===== config.mk =====
export PLATFORM = sky130hd
export DESIGN_NAME = phy_free_list
export DESIGN_NICKNAME = d
export VERILOG_FILES = /design/src/rtl/phy_free_list.sv
export SDC_FILE = /design/constraint.sdc
export NUM_CORES = 1
export LEC_CHECK = 0
export BUFFER_PORTS_ARGS = -buffer_cell sky130_fd_sc_hd__buf_2
export CORE_ASPECT_RATIO = 1.25
export CORE_MARGIN = 2
export CORE_UTILIZATION = 55
export DETAILED_ROUTE_END_ITERATION = 8
export PLACE_DENSITY = 0.78
export SYNTH_ARGS = -nofsm -noshare
export SYNTH_HDL_FRONTEND = slang
export SYNTH_SLANG_ARGS = --single-unit

===== constraint.sdc =====
create_clock -name clk -period 12.6 [get_ports clk]
set_input_delay 0 -clock clk [delete_from_list [all_inputs] [get_ports clk]]
set_output_delay 0 -clock clk [all_outputs]
set_load 0.02 [all_outputs]

===== src/rtl/phy_free_list.sv =====
// -----------------------------------------------------------------------------
// phy_free_list
//   Circular FIFO of unallocated physical register tags for a dual-issue rename
//   stage. Up to two tags are offered and consumed per cycle. The superseded
//   tags of up to two committed instructions are taken back per cycle.
//
// Ports
//   clk, rst_n                 clock; asynchronous active-low reset
//   alloc_first_i/second_i     rename slots 0/1 consume a tag this cycle
//   free_list_rdata_first      tag offered to slot 0 (mem[head])
//   free_list_rdata_second     tag offered to slot 1 (mem[head+1] when slot 0
//                              also allocates, otherwise mem[head])
//   alloc_avail_o              tags grantable this cycle, min(count, 2)
//   release_first_i/_addr_i    commit slot 0 returns a tag
//   release_second_i/_addr_i   commit slot 1 returns a tag
//   free_count_o               number of tags currently held
//   underflow_err_o            sticky: more allocations requested than held
//   overflow_err_o             sticky: a release found no room in the list
// -----------------------------------------------------------------------------
module phy_free_list #(
    parameter int unsigned PHY_REG_NUM        = 64,
    parameter int unsigned PHY_REG_ADDR_WIDTH = 6,
    parameter int unsigned RESERVED_NUM       = 1
) (
    input  logic                          clk,
    input  logic                          rst_n,
    input  logic                          alloc_first_i,
    input  logic                          alloc_second_i,
    output logic [PHY_REG_ADDR_WIDTH-1:0] free_list_rdata_first,
    output logic [PHY_REG_ADDR_WIDTH-1:0] free_list_rdata_second,
    output logic [1:0]                    alloc_avail_o,
    input  logic                          release_first_i,
    input  logic [PHY_REG_ADDR_WIDTH-1:0] release_first_addr_i,
    input  logic                          release_second_i,
    input  logic [PHY_REG_ADDR_WIDTH-1:0] release_second_addr_i,
    output logic [PHY_REG_ADDR_WIDTH:0]   free_count_o,
    output logic                          underflow_err_o,
    output logic                          overflow_err_o
);

    localparam int unsigned AW = PHY_REG_ADDR_WIDTH;
    localparam int unsigned CW = PHY_REG_ADDR_WIDTH + 1;
    localparam int unsigned INIT_COUNT = PHY_REG_NUM - RESERVED_NUM;

    // ---------------------------------------------------------------------
    // State
    // ---------------------------------------------------------------------
    logic [AW-1:0] mem_q [PHY_REG_NUM];
    logic [AW-1:0] head_q, head_d;
    logic [AW-1:0] tail_q, tail_d;
    logic [CW-1:0] count_q, count_d;
    logic          uf_q, uf_d;
    logic          of_q, of_d;

    // ---------------------------------------------------------------------
    // Pop / push decode
    // ---------------------------------------------------------------------
    logic          grant_first, grant_second;
    logic [1:0]    n_grant;
    logic          valid_first, valid_second;
    logic          acc_first, acc_second;
    logic [1:0]    n_push;
    logic [CW-1:0] room;
    logic          we0, we1;
    logic [AW-1:0] wa0, wa1;
    logic [AW-1:0] head_p1;

    always_comb begin
        head_p1 = head_q + AW'(1);

        // Zero-latency read; a lone slot-1 allocation takes the head entry.
        free_list_rdata_first  = mem_q[head_q];
        free_list_rdata_second = alloc_first_i ? mem_q[head_p1] : mem_q[head_q];

        alloc_avail_o = (count_q >= CW'(2)) ? 2'd2 : count_q[1:0];

        // Slot 0 has priority; slot 1 needs a second entry only if slot 0 also pops.
        grant_first  = alloc_first_i && (count_q != '0);
        grant_second = alloc_second_i &&
                       (alloc_first_i ? (count_q >= CW'(2)) : (count_q != '0));
        n_grant      = {1'b0, grant_first} + {1'b0, grant_second};

        // Reserved tags are never returned to the list.
        valid_first  = release_first_i  && (release_first_addr_i  >= AW'(RESERVED_NUM));
        valid_second = release_second_i && (release_second_addr_i >= AW'(RESERVED_NUM));

        // Room counts entries vacated by this cycle's pops, so a full list can
        // pop two and push two in the same cycle.
        room       = CW'(PHY_REG_NUM) - (count_q - CW'(n_grant));
        acc_first  = valid_first && (room >= CW'(1));
        acc_second = valid_second && (room >= (acc_first ? CW'(2) : CW'(1)));
        n_push     = {1'b0, acc_first} + {1'b0, acc_second};

        we0 = acc_first;
        wa0 = tail_q;
        we1 = acc_second;
        wa1 = acc_first ? (tail_q + AW'(1)) : tail_q;

        head_d  = head_q + AW'(n_grant);
        tail_d  = tail_q + AW'(n_push);
        count_d = count_q - CW'(n_grant) + CW'(n_push);

        uf_d = uf_q || (alloc_first_i && !grant_first) || (alloc_second_i && !grant_second);
        of_d = of_q || (valid_first && !acc_first) || (valid_second && !acc_second);
    end

    // ---------------------------------------------------------------------
    // Registers
    // ---------------------------------------------------------------------
    always_ff @(posedge clk or negedge rst_n) begin
        if (!rst_n) begin
            head_q  <= '0;
            tail_q  <= AW'(INIT_COUNT);
            count_q <= CW'(INIT_COUNT);
            uf_q    <= 1'b0;
            of_q    <= 1'b0;
        end else begin
            head_q  <= head_d;
            tail_q  <= tail_d;
            count_q <= count_d;
            uf_q    <= uf_d;
            of_q    <= of_d;
        end
    end

    // wa0 and wa1 never collide: a second write only lands at tail+1 when the
    // first write also happens.
    always_ff @(posedge clk or negedge rst_n) begin
        if (!rst_n) begin
            for (int unsigned i = 0; i < PHY_REG_NUM; i++) begin
                mem_q[i] <= (i < INIT_COUNT) ? AW'(i + RESERVED_NUM) : '0;
            end
        end else begin
            if (we0) mem_q[wa0] <= release_first_addr_i;
            if (we1) mem_q[wa1] <= release_second_addr_i;
        end
    end

    assign free_count_o    = count_q;
    assign underflow_err_o = uf_q;
    assign overflow_err_o  = of_q;

endmodule


==> results list <==
* Antenna Violating Nets Remaining: 0
* Final setup violation count: 0
- Entering global routing, the biggest net connects 166 pins.
- Wire length of the first global-routing pass: 126200 µm
* Sum Neg Setup Slack: 0 ps
* Count of final max-slew check failures: 0
- Syn Nets: 2019
- The H-tree generated during clock tree synthesis spans 2 levels.
* Hold Slack: 112.8 ps
- Setup repair after global routing left no endpoint under its margin.
- Nets: 1962
- Worst-path clk slew: 70 ps
- Of the total synthesized cell area, the portion taken by AND, OR, NAND and NOR gates is 0.06100.
- After detailed routing, the number of vias per cell comes to 7.190.
- Routed WL per cell: 31.64 µm
- Transition at the pin with the smallest max-transition slack: 1331 ps
- Post-synthesis mux area share: 0.4952
* Final Hold Violating Endpoints: 0
* Post-detailed-route DRC marker count: 0
* Row cnt: 91
* Crit path capture type: flop
- Post-placement cell count: 2529
- Max-cap violations in this run came to 0.
- P&R area growth vs syn: 7.716%
- Sum of net half-perimeters after detailed placement: 52370 µm
* Kind of start point of the critical path: flop
- Post-Layout Cell Count: 2609
- Via count of the first global-routing pass: 19200
- Fraction of the mapped netlist area in adder cells: 0.009559
- Port buffering added 40 buffers.
- In the final layout, the share of cells above drive strength 1 is 0.3641.
* Length of the first detailed-routing pass in iterations: 6
- Number of enable flip-flop cells after synthesis: 0
- Netlist area before placement: 0.02749 mm²
- Of the total synthesized cell area, the portion taken by XOR and XNOR cells is 0.01015.
- Counting flops with an async set or reset pin after synthesis yields a share of 1.000.
- Of the available clock period, the critical path in the final layout requires 0.6037.
- In this run the static leakage power is between 0.01 and 0.015 µW.
- Iter 0 DRT Violations: 2277
- Critical path fanouts, max: 76
- Peak VDD IR: approximately 0.25 mV
- Unique cell type count in the Yosys netlist: 67
* Die ar.: around 0.052 mm²
- Via total after detailed routing: around 19000
- After detailed placement, the total cell area comes to 0.02813 mm².
- Clock latency on the worst-skew pair, taken at its later pin, is 570 ps.
- Largest family of logic cells by synthesized area: multiplexers
- Status: complete, no violations
- For this run the aggregate overflow at the end of global routing stands at 0.
* Post-route design area: 0.02961 mm²
* Gpl congestion: 0.9478
- Max Clock Freq: approximately 130 MHz
- The worst path in the final design needs a cycle of 7606 ps, including I/O delays and setup.
- Clock tree synthesis selected as its root buffer the cell clkbuf_16.
- Class of the most critical setup path: reg2reg
- Wires add up to 82540 µm.
- For this design the top-level I/O count stands at 41.
- Sinks on Clock Net: 405
* Number of antenna violations at the first check in global routing: 5
- N_diodes: 0
- From bottom edge to top edge, the die measures 253.9 µm.
- Synthesized area divided by synthesized cell count: 13.87 µm²
- Most used flip-flop cell after synthesis: dfstp_2
* Gate Count Post-Synth: 1982
- In this run the horizontal extent of the chip is 204.0 µm.
- The worst hold path belongs to the class in2async.
- The synthesized-area fraction occupied by ao, oa, aoi and oai cells was 0.01529.
* Starting density of the core: 0.5562
- Yosys reg bits: a little over 400
- In this run the standard cell core region covers 0.04941 mm².
- TritonCTS created 42 clock buffers.
* Clock tree buffer depth: 3
* Ratio of total power to cell area: 314.3 mW/mm²
- TritonCTS built the clock tree.
- Sequential element share of the synthesized area: 0.3780
- Cells resized by post-CTS repair: 0
- Yosys warning count: 0
- Data required, critical path: 13000 ps
- Headroom to the max-slew limit: 0.1058
- Data arrives at the worst endpoint at 8010 ps.
- Overall global routing resource usage: 0.3242
- Across the routed clock network, the largest skew measured is 20.91 ps.
[report_power, final]
group          internal [µW]  switching (µW)  leakage [µW]
combinational           2440            2690       0.00645
sequential              2170             659       0.00462
clock                    778             558      0.000712
[kinds of logic after synthesis]
logic type                 count (synthesis)
AOI/OAI and AO/OA                         50
and+or+nand+nor                          229
adders and majority gates                 20
xor gates and xnor gates                  28
DFF                                      405
buffers and inverters                    208
muxes                                   1042
[layout make-up]
| type | count | area (µm²) |
|---|---|---|
| Inverter | 22 | 82.58 |
| Clock inverter | 18 | 227.7 |
| Timing Repair Buffer | 85 | 568.0 |
| Tap cell | 651 | 814.5 |
| Multi-Input combinational cell | 1369 | 16300 |
| Sequential cell | 405 | 10400 |
| Fill cell | 3733 | 19810 |
| Clock buffer | 59 | 1216 |
[layer usage]
metal / vias up / global-route usage / share of wire
li1: 7573 / - / -
met1: 9857 / 0.4185 / 0.38
met2: 1032 / 0.5213 / 0.48
met3: 288 / 0.06130 / 0.080
met4: 8 / 0.1725 / 0.065
met5: - / 0 / 0.00069
[placed cells by master (no fill, tap or decap), types with 8 or more instances in the layout]
cell / count
mux2i_1: 776
mux4_2: 252
dfstp_2: 204
dfrtp_1: 198
clkbuf_16: 43
buf_4: 41
buf_2: 39
nor3_1: 38
nand3_1: 38
nand2_1: 31
nor3_2: 27
nor3_4: 22
ha_1: 16
inv_1: 14
nor2_1: 14
xnor2_1: 12
mux2_2: 12
xor2_1: 10
o21ai_0: 10
clkinv_2: 9
or3_1: 8
a21oi_1: 8
clkbuf_8: 8
clkbuf_1: 8
[final timing paths]
kind / from / end / slack [ps] / cells past startpoint
min in group clk: alloc_first_i / head_q[0] / 140 / 4
hold / removal: rst_n / overflow_err_o / 110 / 2
hold reg to reg: underflow_err_o / underflow_err_o / 460 / 1
setup reg to reg: free_count_o[3] / mem_q[285] / 4990 / 21
setup / recovery: free_count_o[3] / mem_q[285] / 4990 / 21
max in group asynchronous: rst_n / mem_q[98] / 10270 / 4
[critical path, cell delays in order (launching register included)]
cell	delay [ps]
dfstp_2	420
or4_4	560
nor3_1	330
o21ai_0	140
and2_1	190
ha_1	310
ha_1	170
inv_1	60
fa_1	640
inv_1	70
ha_1	330
nand2_1	110
nor2_1	50
o211a_1	130
nor4_2	660
inv_1	220
o21ai_4	220
buf_4	820
inv_2	300
mux2i_1	870
nand3_1	590
mux2i_1	260
[metrics by stage]
| step | total power, µW | setup slack (ps) | utilization |
|---|---|---|---|
| after floorplan | 6211 | 5351 | - |
| after global placement | 7624 | 5471 | 0.5693 |
| after detailed placement | 7793 | 5273 | 0.5693 |
| after CTS | 9165 | 5215 | 0.5992 |
| after global routing | 9614 | 4601 | 0.5992 |
| final | 9305 | 4994 | 0.5992 |
[synthesized netlist by cell type (7+ instances only)]
| cell | n | area [µm²] |
|---|---|---|
| a21oi_1 | 9 | 45.04 |
| buf_1 | 34 | 127.6 |
| buf_2 | 8 | 40.04 |
| clkbuf_1 | 135 | 506.7 |
| dfrtp_1 | 201 | 5030 |
| dfstp_2 | 204 | 5360 |
| ha_1 | 17 | 212.7 |
| inv_1 | 18 | 67.56 |
| mux2_2 | 12 | 135.1 |
| mux2i_1 | 777 | 7777 |
| mux4_2 | 252 | 5675 |
| nand2_1 | 31 | 116.4 |
| nand3_1 | 38 | 190.2 |
| nor2_1 | 14 | 52.55 |
| nor2b_1 | 7 | 43.79 |
| nor3_1 | 38 | 190.2 |
| nor3_2 | 27 | 270.3 |
| nor3_4 | 22 | 357.8 |
| o21ai_0 | 10 | 50.05 |
| or3_1 | 8 | 50.05 |
| or4_1 | 7 | 52.55 |
| xnor2_1 | 14 | 122.6 |
| xor2_1 | 11 | 96.34 |
[sequential cells by signal, indices dropped and copies added, names as in the netlist]
signal	count
overflow_err_o	1
free_count_o	7
underflow_err_o	1
head_q	6
tail_q	6
mem_q	384
[repair_timing]
| item | in CTS | in global routing |
|---|---|---|
| setup buffers | 0 | 0 |
| endpoints found under the hold margin | 88 | 0 |
| endpoints found under the setup margin | 0 | 0 |
| hold buffers | 3 | 0 |
Note: power is estimated with default switching activity, not from simulation.
